$ cat src/rtl/link_sequencer_pkg.sv
// Shared types and sizing for the link sequencer: FSM state encoding,
// character/length widths and the message-length acceptance rule.
package link_sequencer_pkg;

  localparam int CHAR_W    = 8;
  localparam int MAX_CHARS = 100;
  localparam int LEN_W     = 7;

  typedef enum logic [2:0] {
    ST_LOCKED,
    ST_LOCKOUT,
    ST_IDLE,
    ST_FETCH,
    ST_LOAD,
    ST_SHIFT,
    ST_DONE
  } state_t;

  function automatic logic len_ok(input logic [LEN_W-1:0] len);
    return (len != '0) && (len <= LEN_W'(MAX_CHARS));
  endfunction

endpackage

$ cat src/rtl/link_sequencer_if.sv
// Bundle of the sequencer's handshake, data and status signals; the master
// side drives codes, commands and characters, the slave side is the sequencer.
interface link_sequencer_if;
  import link_sequencer_pkg::*;

  logic [3:0]        password;
  logic              pw_valid;
  logic              start;
  logic [LEN_W-1:0]  msg_len;
  logic [CHAR_W-1:0] char_in;
  logic              abort;
  logic              relock;

  logic              char_req;
  logic              serial_out;
  logic              serial_valid;
  logic [LEN_W-1:0]  char_index;
  logic              busy;
  logic              done;
  logic              err;
  logic              locked;

  modport master (
    output password, pw_valid, start, msg_len, char_in, abort, relock,
    input  char_req, serial_out, serial_valid, char_index, busy, done, err, locked
  );

  modport slave (
    input  password, pw_valid, start, msg_len, char_in, abort, relock,
    output char_req, serial_out, serial_valid, char_index, busy, done, err, locked
  );

endinterface

$ cat src/rtl/link_sequencer_lockout_timer.sv
// Lockout down-counter: loads the full duration, counts down while enabled,
// and flags the final counting cycle so the FSM can leave lockout on time.
module lockout_timer #(
  parameter int CYCLES = 1024
) (
  input  logic clock,
  input  logic reset_n,
  input  logic load_i,
  input  logic count_i,
  output logic zero_o,
  output logic expire_o
);

  localparam int W = (CYCLES < 1) ? 1 : $clog2(CYCLES + 1);

  logic [W-1:0] cnt_q;
  logic [W-1:0] cnt_d;

  always_comb begin
    cnt_d = cnt_q;
    if (load_i)
      cnt_d = W'(CYCLES);
    else if (count_i && (cnt_q != '0))
      cnt_d = cnt_q - W'(1);
  end

  always_ff @(posedge clock or negedge reset_n) begin
    if (!reset_n)
      cnt_q <= '0;
    else
      cnt_q <= cnt_d;
  end

  assign zero_o   = (cnt_q == '0);
  // Counting from CYCLES down to 1 spans exactly CYCLES clocks.
  assign expire_o = count_i && (cnt_q <= W'(1));

endmodule

$ cat src/rtl/link_sequencer.sv
// Password-gated message sequencer: fetches characters from an external
// encrypter one at a time and serializes each LSB first on serial_out.
module link_sequencer
  import link_sequencer_pkg::*;
#(
  parameter logic [3:0] PASSWORD       = 4'b0101,
  parameter int         MAX_TRIES      = 3,
  parameter int         LOCKOUT_CYCLES = 1024
) (
  input logic             clock,
  input logic             reset_n,
  link_sequencer_if.slave bus
);

  localparam int TRIES_W = $clog2(MAX_TRIES + 1);

  state_t              state_q, state_d;
  logic [TRIES_W-1:0]  tries_q;
  logic [LEN_W-1:0]    len_q;
  logic [LEN_W-1:0]    idx_q;
  logic [LEN_W-1:0]    idx_next;
  logic [CHAR_W-1:0]   sr_q;
  logic [2:0]          bit_q;
  logic                err_q;

  logic pw_hit, pw_miss, last_try, last_bit, accept;
  logic tmr_load, tmr_zero, tmr_expire;

  logic char_req, serial_out, serial_valid, busy, done, locked;

  assign pw_hit   = bus.pw_valid && (bus.password == PASSWORD);
  assign pw_miss  = bus.pw_valid && (bus.password != PASSWORD);
  assign last_try = (tries_q == TRIES_W'(MAX_TRIES - 1));
  assign last_bit = (bit_q == 3'd7);
  assign idx_next = idx_q + LEN_W'(1);
  assign accept   = (state_q == ST_IDLE) && (state_d == ST_FETCH);
  assign tmr_load = (state_q == ST_LOCKED) && (state_d == ST_LOCKOUT);

  lockout_timer #(.CYCLES(LOCKOUT_CYCLES)) u_lockout_timer (
    .clock    (clock),
    .reset_n  (reset_n),
    .load_i   (tmr_load),
    .count_i  (state_q == ST_LOCKOUT),
    .zero_o   (tmr_zero),
    .expire_o (tmr_expire)
  );

  always_ff @(posedge clock or negedge reset_n) begin
    if (!reset_n)
      state_q <= ST_LOCKED;
    else
      state_q <= state_d;
  end

  // Relock wins over everything except an active lockout, which must run out.
  always_comb begin
    state_d = state_q;
    if (bus.relock && (state_q != ST_LOCKOUT)) begin
      state_d = ST_LOCKED;
    end else begin
      case (state_q)
        ST_LOCKED: begin
          if (pw_hit)
            state_d = ST_IDLE;
          else if (pw_miss && last_try)
            state_d = ST_LOCKOUT;
        end
        ST_LOCKOUT: begin
          if (tmr_expire || tmr_zero)
            state_d = ST_LOCKED;
        end
        ST_IDLE: begin
          if (bus.start && len_ok(bus.msg_len))
            state_d = ST_FETCH;
        end
        ST_FETCH: state_d = bus.abort ? ST_IDLE : ST_LOAD;
        ST_LOAD:  state_d = bus.abort ? ST_IDLE : ST_SHIFT;
        ST_SHIFT: begin
          if (bus.abort)
            state_d = ST_IDLE;
          else if (last_bit)
            state_d = (idx_next == len_q) ? ST_DONE : ST_FETCH;
        end
        ST_DONE:  state_d = ST_IDLE;
        default:  state_d = ST_LOCKED;
      endcase
    end
  end

  always_ff @(posedge clock or negedge reset_n) begin
    if (!reset_n) begin
      tries_q <= '0;
      len_q   <= '0;
      idx_q   <= '0;
      sr_q    <= '0;
      bit_q   <= '0;
      err_q   <= 1'b0;
    end else begin
      err_q <= (state_q == ST_IDLE) && bus.start && !len_ok(bus.msg_len) && !bus.relock;

      if (bus.relock || (state_d != ST_LOCKED))
        tries_q <= '0;
      else if ((state_q == ST_LOCKED) && pw_miss)
        tries_q <= tries_q + TRIES_W'(1);

      if (accept)
        len_q <= bus.msg_len;

      if ((state_d == ST_LOCKED) || accept)
        idx_q <= '0;
      else if ((state_q == ST_SHIFT) && last_bit)
        idx_q <= idx_next;

      if (state_q == ST_LOAD) begin
        sr_q  <= bus.char_in;
        bit_q <= '0;
      end else if (state_q == ST_SHIFT) begin
        sr_q  <= {1'b0, sr_q[CHAR_W-1:1]};
        bit_q <= bit_q + 3'd1;
      end
    end
  end

  always_comb begin
    char_req     = 1'b0;
    serial_out   = 1'b0;
    serial_valid = 1'b0;
    busy         = 1'b0;
    done         = 1'b0;
    locked       = 1'b0;
    case (state_q)
      ST_LOCKED, ST_LOCKOUT: locked = 1'b1;
      ST_FETCH: begin
        char_req = 1'b1;
        busy     = 1'b1;
      end
      ST_LOAD:  busy = 1'b1;
      ST_SHIFT: begin
        busy         = 1'b1;
        serial_valid = 1'b1;
        serial_out   = sr_q[0];
      end
      ST_DONE:  done = 1'b1;
      default:  ;
    endcase
  end

  assign bus.char_req     = char_req;
  assign bus.serial_out   = serial_out;
  assign bus.serial_valid = serial_valid;
  assign bus.char_index   = idx_q;
  assign bus.busy         = busy;
  assign bus.done         = done;
  assign bus.err          = err_q;
  assign bus.locked       = locked;

endmodule

$ cat src/flat_wrapper.sv
// flat-port wrapper written by rule: the top's interface ports become plain ports
module link_sequencer_flat import link_sequencer_pkg::*;
#(
  parameter logic [3:0] PASSWORD       = 4'b0101,
  parameter int         MAX_TRIES      = 3,
  parameter int         LOCKOUT_CYCLES = 1024
)
  (clock, reset_n, bus_password, bus_pw_valid, bus_start, bus_msg_len, bus_char_in, bus_abort, bus_relock, bus_char_req, bus_serial_out, bus_serial_valid, bus_char_index, bus_busy, bus_done, bus_err, bus_locked);
  link_sequencer_if bus_i ();
  input logic clock;
  input logic reset_n;
  input wire logic [$bits(bus_i.password)-1:0] bus_password;
  input wire logic [$bits(bus_i.pw_valid)-1:0] bus_pw_valid;
  input wire logic [$bits(bus_i.start)-1:0] bus_start;
  input wire logic [$bits(bus_i.msg_len)-1:0] bus_msg_len;
  input wire logic [$bits(bus_i.char_in)-1:0] bus_char_in;
  input wire logic [$bits(bus_i.abort)-1:0] bus_abort;
  input wire logic [$bits(bus_i.relock)-1:0] bus_relock;
  output wire logic [$bits(bus_i.char_req)-1:0] bus_char_req;
  output wire logic [$bits(bus_i.serial_out)-1:0] bus_serial_out;
  output wire logic [$bits(bus_i.serial_valid)-1:0] bus_serial_valid;
  output wire logic [$bits(bus_i.char_index)-1:0] bus_char_index;
  output wire logic [$bits(bus_i.busy)-1:0] bus_busy;
  output wire logic [$bits(bus_i.done)-1:0] bus_done;
  output wire logic [$bits(bus_i.err)-1:0] bus_err;
  output wire logic [$bits(bus_i.locked)-1:0] bus_locked;
  assign bus_i.password = bus_password;
  assign bus_i.pw_valid = bus_pw_valid;
  assign bus_i.start = bus_start;
  assign bus_i.msg_len = bus_msg_len;
  assign bus_i.char_in = bus_char_in;
  assign bus_i.abort = bus_abort;
  assign bus_i.relock = bus_relock;
  assign bus_char_req = bus_i.char_req;
  assign bus_serial_out = bus_i.serial_out;
  assign bus_serial_valid = bus_i.serial_valid;
  assign bus_char_index = bus_i.char_index;
  assign bus_busy = bus_i.busy;
  assign bus_done = bus_i.done;
  assign bus_err = bus_i.err;
  assign bus_locked = bus_i.locked;
  link_sequencer #(.PASSWORD(PASSWORD), .MAX_TRIES(MAX_TRIES), .LOCKOUT_CYCLES(LOCKOUT_CYCLES)) u_core (.clock(clock), .reset_n(reset_n), .bus(bus_i));
endmodule
$ cat config.mk
export PLATFORM = sky130hd
export DESIGN_NAME = link_sequencer_flat
export DESIGN_NICKNAME = d
export VERILOG_FILES = /design/src/rtl/link_sequencer_pkg.sv /design/src/rtl/link_sequencer_if.sv /design/src/rtl/link_sequencer_lockout_timer.sv /design/src/rtl/link_sequencer.sv /design/src/flat_wrapper.sv
export SDC_FILE = /design/constraint.sdc
export NUM_CORES = 1
export LEC_CHECK = 0
export ABC_CLOCK_PERIOD_IN_PS = 4600
export CAP_MARGIN = 20
export CELL_PAD_IN_SITES_DETAIL_PLACEMENT = 1
export CELL_PAD_IN_SITES_GLOBAL_PLACEMENT = 1
export CORE_MARGIN = 4
export CORE_UTILIZATION = 46
export CTS_BUF_LIST = sky130_fd_sc_hd__clkbuf_4 sky130_fd_sc_hd__clkbuf_8
export DETAILED_ROUTE_END_ITERATION = 8
export PLACE_DENSITY_LB_ADDON = 0.12
export SLEW_MARGIN = 30
export SYNTH_ARGS = -nofsm -noshare
export SYNTH_HDL_FRONTEND = slang
export SYNTH_SLANG_ARGS = --single-unit
$ cat constraint.sdc
create_clock -name clock -period 4.6 [get_ports clock]
set_input_delay 0.92 -clock clock [delete_from_list [all_inputs] [get_ports clock]]
set_output_delay 0.92 -clock clock [all_outputs]
set_load 0.005 [all_outputs]
==> results of run 1 <==
-- registers in the layout, indices dropped and copies added (netlist names) --
| register | flops |
|---|---|
| u_core.len_q | 7 |
| u_core.u_lockout_timer.cnt_q | 11 |
| u_core.sr_q | 8 |
| u_core.bit_q | 3 |
| u_core.state_q | 3 |
| u_core.tries_q | 2 |
| u_core.bus.err | 1 |
| u_core.bus.char_index | 7 |
-- power by group through the flow --
stage	Combinational [mW]	Clock [mW]	Sequential (mW)
4_1_cts	0.215	0.292	0.514
6_report	0.212	0.283	0.514
5_1_grt	0.239	0.307	0.525
2_1_floorplan	0.155	0	0.497
3_5_place_dp	0.212	0	0.521
3_3_place_gp	0.203	0	0.518
-- tightest hold or removal path, stage by stage, from the launching register on --
cell	delay [ns]
dfrtp_1	0.35
nand2_1	0.05
nand2_1	0.05
-- cell usage in the layout (no fill, tap or decap), types with 3 or more instances in the layout --
cell type and n:
nand2b_1 5, a311oi_1 3, xnor2_1 10, nor2_1 18, xor2_1 12, inv_1 6, dfrtp_1 42, clkdlybuf4s50_1 37
a21oi_1 3, nor3_1 8, clkbuf_8 8, nand2_1 22, ha_1 7, and2_1 6, and3_1 3, mux2_4 3
mux2i_1 9, mux2_2 5, nand4_1 6, a211oi_1 7, o21ai_0 9, nand3_1 9
-- through the flow --
| stage | utilization, % | hold slack (ns) |
|---|---|---|
| floorplan | - | 0.438 |
| global placement | 55.2 | 0.456 |
| detailed placement | 55.2 | 0.467 |
| CTS | 57.4 | 0.487 |
| global route | 57.4 | 0.542 |
| finish | 57.4 | 0.486 |
-- final cells by class --
type	count	area (um2)
clock buffers	8	110
fillers	599	2190
inverters	6	22.5
multi-input cells	185	1300
flip-flops and latches	42	1050
well taps	70	87.6
repair buffers	38	378
-- how the worst min path moves through the flow --
stage	from	end	slack, ns	cells after the start
after CTS	u_core.sr_q[7]	u_core.sr_q[7]	0.49	2
after floorplan	u_core.sr_q[7]	u_core.sr_q[7]	0.44	2
after global routing	u_core.bit_q[1]	u_core.bit_q[1]	0.54	2
final	u_core.sr_q[7]	u_core.sr_q[7]	0.49	2
after global placement	u_core.bit_q[1]	u_core.bit_q[1]	0.46	2
after detailed placement	u_core.sr_q[7]	u_core.sr_q[7]	0.47	2
-- cells by family after synthesis --
group	after synthesis	share of synthesized area, %
muxes	17	7.85
and+or+nand+nor	98	22.1
adders and majority gates	7	3.59
AOI/OAI and AO/OA	41	11.9
DFF	42	43.1
xor gates and xnor gates	22	7.90
buffers and inverters	18	3.59
-- layer usage --
| layer | wire [um] | GRT usage (%) | part of all wire [%] | up-vias |
|---|---|---|---|---|
| li1 | - | - | - | 954 |
| met1 | 2950 | 28.9 | 48 | 989 |
| met2 | 2910 | 33.3 | 47 | 43 |
| met3 | 217 | 3.77 | 3.5 | 4 |
| met4 | 61 | 5.91 | 0.99 | 0 |
| met5 | 0 | 0 | 0 | - |
==> impl_metrics.json, run 1 <==
{
  "io_buffers": 38,
  "vias_per_cell": 5.70,
  "antenna_found_initial": 0,
  "ys_types": 54,
  "ir_drop_mv": 0.196,
  "r2r_cells": 4,
  "area_growth_pct": 20.9,
  "cts_buffers": 5,
  "dr.pass1.iters": 4,
  "pwr-share-seq_pct": 50.9,
  "worst_path_largest_cell_delay_ns": 0.88,
  "r2r_slack_ns": 2.01,
  "max_slew.worst_pin.slew_ns": 0.817,
  "rsz0062_at_grt": "no",
  "fin_crit_sh_pct": 69.4,
  "arrival_ns": 2.27,
  "slew_viol_final": 0,
  "total_power_mw": 1.01,
  "endpoint_kind": "output pin",
  "worstSkewPairLatency_ns": 0.30,
  "async_flop_share_pct": 100,
  "synth_commonest_cells": "dfrtp_1 (42), nand2_1 (22), nor2_1 (18)",
  "leakage_nw": 1.22,
  "crit_start": "u_core.state_q[0]",
  "switching_power_mw": 0.312,
  "synth_top_area_share_pct": 43.1,
  "drt_iter0_markers": 56,
  "syn_area_per_cell_um2": 9.96,
  "cts_tree": "built",
  "hpwl_um": 4430,
  "worstReg2RegStart": "u_core.state_q[0]",
  "cpMostUsedCell": "nand2_1",
  "die-area_mm2": 0.00653,
  "tns_ns": 0,
  "path_buf_inv": 1,
  "cp-start-kind": "flop",
  "status": "completed",
  "ios": 39,
  "drive_above_1_share_pct": 8.60,
  "cts_setup_buffers": 0,
  "core_area_mm2": 0.00514,
  "grt_use_total_pct": 20.8,
  "ant_nets": 0,
  "h-tree-depth": 2,
  "skew_ns": 0.00631,
  "wl_um": 6140,
  "placed_area_mm2": 0.00284,
  "ys_ff_latch": 42,
  "critPathMaxFanout": 23,
  "cts-resized-gates": 0,
  "initial_utilization_pct": 47.5,
  "clock_sinks": 42,
  "n_antenna_cell": 0,
  "dpl_worst_slack_ns": 1.37,
  "syn_nets": 277,
  "timing.critical_path.cells": "nand2_1 -> or2_2 -> nand2_1 -> clkdlybuf4s50_1",
  "clk_path_buf_depth": 2,
  "cp-endpoint": "bus_busy",
  "synthesis.area_mm2": 0.00244,
  "hold_path_class": "flop to flop",
  "nNetsFinal": 310,
  "setup_violations": 0,
  "fin_area_mm2": 0.00295,
  "grt_pass1_wl_um": 10400,
  "crit_type": "flop to output pin",
  "route.vias.total": 1990,
  "grt_pass1_vias": 2023,
  "worst-path-stages": 4,
  "dieHeight_um": 80.8,
  "slew-limit-headroom_pct": 45.5,
  "ys_warn_count": 0,
  "p_comb_share_pct": 21.0,
  "synth_most_common_cell": "dfrtp_1",
  "rr_endpoint": "u_core.len_q[1]",
  "stdcell_count": 349,
  "yosys.area.top_type": "dfrtp_1",
  "die_w_um": 80.8,
  "gr-total-overflow": 0,
  "synth_area_leaders": "dfrtp_1 (43%), xor2_1 (4.3%), mux2i_1 (3.7%)",
  "clockRootBuffer": "clkbuf_8",
  "grt_max_degree": 43,
  "drcViolationCount": 0,
  "crit_slowest_cell": "dfrtp_1",
  "gp_congestion": 0.763,
  "final_hold_viol_count": 0,
  "crit_required_ns": 3.68,
  "clk_pin_slew_ns": 0.08,
  "cp_top_family": "flip-flops",
  "max_cap_viol_count": 0,
  "min_period_ns": 3.19,
  "row_count": 26,
  "pwr-share-clk_pct": 28.1,
  "p_int_mw": 0.697,
  "synth-edff-count": 0,
  "syn_inst": 245,
  "placedCellCount": 341,
  "fmax_mhz": 313,
  "p_per_area_mw_per_mm2": 342,
  "synth-main-ff-cell": "dfrtp_1",
  "postCtsHoldBufs": 0,
  "worst_slack_ns": 1.41,
  "switching_share_pct": 30.9,
  "ys_seq_area_share_pct": 43.1,
  "routedWlPerCell_um": 17.6
}
Power figures use the tool's default switching activity.
==> run 2: changes to the inputs <==
--- a/config.mk
+++ b/config.mk
@@ -5,12 +5,12 @@
 export SDC_FILE = /design/constraint.sdc
 export NUM_CORES = 1
 export LEC_CHECK = 0
-export ABC_CLOCK_PERIOD_IN_PS = 4600
+export ABC_CLOCK_PERIOD_IN_PS = 3070
 export CAP_MARGIN = 20
 export CELL_PAD_IN_SITES_DETAIL_PLACEMENT = 1
 export CELL_PAD_IN_SITES_GLOBAL_PLACEMENT = 1
 export CORE_MARGIN = 4
-export CORE_UTILIZATION = 46
+export CORE_UTILIZATION = 43
 export CTS_BUF_LIST = sky130_fd_sc_hd__clkbuf_4 sky130_fd_sc_hd__clkbuf_8
 export DETAILED_ROUTE_END_ITERATION = 8
 export PLACE_DENSITY_LB_ADDON = 0.12
==> constraint.sdc (replaced) <==
create_clock -name clock -period 3.07 [get_ports clock]
set_input_delay 0.614 -clock clock [delete_from_list [all_inputs] [get_ports clock]]
set_output_delay 0.614 -clock clock [all_outputs]
set_load 0.005 [all_outputs]
==> run 2 against run 1 <==
Net effect:
- utilization is 3.5 points lower
- cell area up 0.59%
- power grew 48%
- via count fell by 0.40%
- sequential cell count is the same
- clock power is 39% higher
- routed wire length grew 1.8%
- critical path type is now input port to flop
- critical endpoint is now u_core.len_q[6]
==> impl_metrics.json, run 2 (synthesized netlist as in run 1, its figures left out) <==
{
  "hpwl_um": 4580,
  "arrival_ns": 2.68,
  "gp_congestion": 0.758,
  "min_period_ns": 2.49,
  "n_antenna_cell": 0,
  "final_hold_viol_count": 0,
  "p_per_area_mw_per_mm2": 504,
  "grt_max_degree": 43,
  "area_growth_pct": 21.6,
  "worstSkewPairLatency_ns": 0.30,
  "clk_pin_slew_ns": 0.08,
  "nNetsFinal": 314,
  "crit_required_ns": 3.26,
  "hold_path_class": "input port to asynchronous set/reset pin",
  "fillers": 636,
  "ios": 39,
  "gr-total-overflow": 0,
  "crit_type": "input port to flop",
  "grt_pass1_wl_um": 10900,
  "clockRootBuffer": "clkbuf_8",
  "grt_use_total_pct": 19.2,
  "tns_ns": 0,
  "slew-limit-headroom_pct": 59.5,
  "postCtsHoldBufs": 0,
  "cts_tree": "built",
  "max_cap_viol_count": 0,
  "dr.pass1.iters": 4,
  "routedWlPerCell_um": 17.6,
  "cts-resized-gates": 0,
  "max_slew.worst_pin.slew_ns": 0.607,
  "drive_above_1_share_pct": 9.89,
  "vias_per_cell": 5.58,
  "total_power_mw": 1.49,
  "antenna_found_initial": 0,
  "largest_reg_flops": 11,
  "ant_nets": 0,
  "largest_registers": "u_core.u_lockout_timer.cnt_q: 11 flops, u_core.sr_q: 8 flops",
  "row_count": 27,
  "skew_ns": 0.00131,
  "cp_top_family": "simple AND/OR/NAND/NOR gates",
  "cp-start-kind": "input port",
  "rr_endpoint": "u_core.bus.char_index[2]",
  "io_buffers": 38,
  "clock_sinks": 42,
  "worstReg2RegStart": "u_core.state_q[0]",
  "fin_crit_sh_pct": 81.0,
  "fmax_mhz": 402,
  "initial_utilization_pct": 44.3,
  "route.vias.total": 1982,
  "top_register": "u_core.u_lockout_timer.cnt_q",
  "die-area_mm2": 0.00694,
  "timing.critical_path.cells": "clkdlybuf4s50_1 -> or4_1 -> nor4_2 -> a311oi_1 -> and2_1 -> mux2_4",
  "cts_setup_buffers": 0,
  "r2r_slack_ns": 0.84,
  "leakage_nw": 1.24,
  "path_buf_inv": 1,
  "grt_pass1_vias": 2142,
  "ir_drop_mv": 0.235,
  "drt_iter0_markers": 57,
  "worst_path_largest_cell_delay_ns": 0.55,
  "r2r_cells": 5,
  "critPathMaxFanout": 14,
  "wl_um": 6250,
  "slew_viol_final": 0,
  "clk_path_buf_depth": 2,
  "h-tree-depth": 2,
  "core_area_mm2": 0.00551,
  "setup_violations": 0,
  "status": "completed",
  "endpoint_kind": "flop",
  "layout_common_cells": "dfrtp_1 (42), clkdlybuf4s50_1 (37), nand2_1 (22), nor2_1 (18), xor2_1 (12)",
  "cts_buffers": 5,
  "rsz0062_at_grt": "no",
  "final_common_cell": "dfrtp_1",
  "die_w_um": 83.3,
  "drcViolationCount": 0,
  "dieHeight_um": 83.3,
  "crit_slowest_cell": "or4_1"
}
[run 2: cell count changes in the layout (fill, tap and decap cells not counted)]
cell	before	now
buf_4	1	5
clkbuf_4	0	1
clkbuf_8	8	6
clkinv_2	0	1
[run 2: metrics by stage]
stage / std cells / worst slack, ns / hold WS, ns / cell area [um2] / utilization, %
5_1_grt: 355 / 0.421 / 0.344 / 2970 / 53.9
6_report: 355 / 0.583 / 0.301 / 2970 / 53.9
3_3_place_gp: 347 / 0.337 / 0.458 / 2870 / 52.1
4_1_cts: 355 / 0.559 / 0.321 / 2970 / 53.9
3_5_place_dp: 347 / 0.266 / 0.464 / 2870 / 52.2
2_1_floorplan: 245 / 0.849 / 0.318 / 2440 / -
[run 2: worst reg2reg max path: stages, from the launching register on]
cell      delay [ns]
dfrtp_1         0.51
buf_4           0.30
and2_1          0.44
o31a_1          0.29
o21ai_1         0.20
a211oi_1        0.37
[run 2: routing by layer]
layer | GRT usage (%) | wire length [um]
met2 | 30.4 | 2970
met3 | 3.57 | 274
met4 | 4.90 | 85
met1 | 26.9 | 2910
met5 | 0 | 0
[run 2: worst max path at each step]
stage | to | startpoint | depth (start not counted) | slack, ns
2_1_floorplan | u_core.len_q[4] | bus_msg_len[1] | 7 | 0.85
3_3_place_gp | u_core.len_q[6] | bus_msg_len[1] | 6 | 0.34
3_5_place_dp | u_core.bus.char_index[2] | bus_password[2] | 6 | 0.27
4_1_cts | u_core.bus.char_index[2] | bus_password[2] | 6 | 0.56
5_1_grt | u_core.len_q[1] | bus_msg_len[0] | 6 | 0.42
6_report | u_core.len_q[6] | bus_msg_len[1] | 6 | 0.58
[run 2: area by class of cell]
cell class	count	area [um2]	area share, %
multi-input combinational	185	1300	43.8
tap	72	90.1	3.04
clock buffer	7	90.1	3.04
inverter	6	22.5	0.759
clock inverter	1	5.00	0.169
sequential	42	1050	35.4
timing repair buffer	42	408	13.7
[run 2: power by group]
| group | total [mW] | leakage (nW) | internal, mW | switching [mW] |
|---|---|---|---|---|
| Clock | 0.393 | 0.0517 | 0.191 | 0.202 |
| Sequential | 0.768 | 0.513 | 0.653 | 0.116 |
| Combinational | 0.333 | 0.673 | 0.168 | 0.165 |
| Total | 1.49 | 1.24 | 1.01 | 0.483 |
==> run 3: changes to the inputs <==
--- a/config.mk
+++ b/config.mk
@@ -5,7 +5,7 @@
 export SDC_FILE = /design/constraint.sdc
 export NUM_CORES = 1
 export LEC_CHECK = 0
-export ABC_CLOCK_PERIOD_IN_PS = 3070
+export ABC_CLOCK_PERIOD_IN_PS = 2600
 export CAP_MARGIN = 20
 export CELL_PAD_IN_SITES_DETAIL_PLACEMENT = 1
 export CELL_PAD_IN_SITES_GLOBAL_PLACEMENT = 1
==> constraint.sdc (replaced) <==
create_clock -name clock -period 2.6 [get_ports clock]
set_input_delay 0.52 -clock clock [delete_from_list [all_inputs] [get_ports clock]]
set_output_delay 0.52 -clock clock [all_outputs]
set_load 0.005 [all_outputs]
==> run 3 against run 2 <==
Net effect:
- clock power increased by 7.4%
- sequential power increased by 18%
- sequential cell count unchanged
- routed wire length decreased by 1.3%
- register-to-register slack got worse by 0.50 ns
- global-route usage about the same
- power increased by 15%
- non-clock buffer count increased by 9
- final cell count increased by 2.0%
- cell area increased by 1.8%
- combinational power increased by 18%
- utilization increased by 0.95 points
==> impl_metrics.json, run 3 (synthesized netlist as in run 1, its figures left out) <==
{
  "status": "completed",
  "clk_pin_slew_ns": 0.08,
  "p_per_area_mw_per_mm2": 571,
  "nNetsFinal": 323,
  "die-area_mm2": 0.00694,
  "grt_use_total_pct": 19.1,
  "top_register": "u_core.u_lockout_timer.cnt_q",
  "dr.pass1.iters": 4,
  "row_count": 27,
  "initial_utilization_pct": 44.3,
  "antenna_found_initial": 0,
  "slew-limit-headroom_pct": 65.1,
  "clk_path_buf_depth": 2,
  "n_antenna_cell": 0,
  "fin_util_pct": 54.9,
  "die_w_um": 83.3,
  "worst_path_largest_cell_delay_ns": 0.54,
  "final_hold_viol_count": 0,
  "drive_above_1_share_pct": 12.1,
  "drt_iter0_markers": 51,
  "r2r_slack_ns": 0.34,
  "drcViolationCount": 0,
  "hpwl_um": 4670,
  "rsz0062_at_grt": "no",
  "core_area_mm2": 0.00551,
  "worstSkewPairLatency_ns": 0.30,
  "crit_start": "bus_msg_len[1]",
  "grt_pass1_vias": 2123,
  "cts_buffers": 5,
  "r2r_cells": 7,
  "grt_pass1_wl_um": 10800,
  "max_slew.worst_pin.slew_ns": 0.523,
  "ant_nets": 0,
  "cp_top_family": "simple AND/OR/NAND/NOR gates",
  "largest_registers": "u_core.u_lockout_timer.cnt_q: 11 flops, u_core.sr_q: 8 flops",
  "ios": 39,
  "fillers": 613,
  "cp-endpoint": "u_core.bus.char_index[3]",
  "min_period_ns": 2.39,
  "crit_type": "input port to flop",
  "wl_um": 6160,
  "dieHeight_um": 83.3,
  "clock_sinks": 42,
  "final_common_cell": "dfrtp_1",
  "largest_reg_flops": 11,
  "cp-start-kind": "input port",
  "route.vias.total": 1996,
  "routedWlPerCell_um": 17.0,
  "cts_setup_buffers": 0,
  "fin_crit_sh_pct": 91.7,
  "path_buf_inv": 2,
  "arrival_ns": 2.57,
  "placed_area_mm2": 0.00294,
  "clockRootBuffer": "clkbuf_8",
  "cts-resized-gates": 0,
  "vias_per_cell": 5.51,
  "critPathMaxFanout": 8,
  "io_buffers": 38,
  "fin_area_mm2": 0.00302,
  "setup_violations": 0,
  "crit_slowest_cell": "or4_1",
  "ir_drop_mv": 0.300,
  "crit_required_ns": 2.79,
  "hold_path_class": "input port to asynchronous set/reset pin",
  "worst-path-stages": 7,
  "max_cap_viol_count": 0,
  "layout_common_cells": "dfrtp_1 (42), clkdlybuf4s50_1 (37), nand2_1 (22), nor2_1 (18), buf_4 (13)",
  "h-tree-depth": 2,
  "area_growth_pct": 23.8,
  "grt_max_degree": 24,
  "rr_endpoint": "u_core.tries_q[0]",
  "gp_congestion": 0.769,
  "skew_ns": 0.0114,
  "gr-total-overflow": 0,
  "timing.critical_path.cells": "clkdlybuf4s50_1 -> or4_1 -> nor4_2 -> a311oi_1 -> and2_1 -> buf_4 -> a211oi_1",
  "cts_tree": "built",
  "postCtsHoldBufs": 0,
  "fmax_mhz": 419,
  "leakage_nw": 1.27,
  "worstReg2RegStart": "u_core.bit_q[0]",
  "endpoint_kind": "flop",
  "slew_viol_final": 0
}
run 3: worst register-to-register path: stages (launching register included):
cell and delay [ns]:
dfrtp_1 0.39, ha_1 0.21, ha_1 0.21, and2_1 0.21, o21a_1 0.19, o31a_1 0.27, a21oi_2 0.35, nor4b_1 0.31
run 3: final cells by class:
| type | instances | area [um2] | area share (%) |
|---|---|---|---|
| Clock buffer | 6 | 82.6 | 2.73 |
| Inverter | 6 | 22.5 | 0.746 |
| Multi-Input combinational cell | 185 | 1300 | 43.1 |
| Sequential cell | 42 | 1050 | 34.8 |
| Tap cell | 72 | 90.1 | 2.98 |
| Timing Repair Buffer | 51 | 473 | 15.7 |
run 3: where the power goes:
group | leakage, nW | switching, mW | internal [mW] | total (mW)
combinational | 0.716 | 0.190 | 0.205 | 0.394
clock | 0.0431 | 0.217 | 0.205 | 0.422
sequential | 0.513 | 0.137 | 0.771 | 0.908
run 3: stage by stage:
step	setup TNS (ns)	power [mW]	hold slack (ns)	setup WS, ns	cells
finish	0	1.72	0.196	0.215	362
CTS	0	1.74	0.205	0.193	362
global placement	0	1.29	0.454	0.0526	356
floorplan	0	1.15	0.224	0.473	245
detailed placement	-0.404	1.32	0.469	-0.108	356
global route	0	1.85	0.228	0.0870	362
run 3: layer usage:
metal  track usage, %  routed length (um)
met1             26.6                2960
met2             30.2                2930
met3             3.97                 209
met4             5.20                  65
met5                0                   0
run 3: worst min path at each step:
stage | startpoint | to | slack, ns | cells past startpoint
final | reset_n | u_core.u_lockout_timer.cnt_q[6] | 0.20 | 1
after global routing | reset_n | u_core.u_lockout_timer.cnt_q[6] | 0.23 | 1
after CTS | reset_n | u_core.u_lockout_timer.cnt_q[6] | 0.21 | 1
after detailed placement | u_core.sr_q[7] | u_core.sr_q[7] | 0.47 | 2
after global placement | u_core.bit_q[1] | u_core.bit_q[1] | 0.45 | 2
after floorplan | reset_n | u_core.bit_q[0] | 0.22 | 0
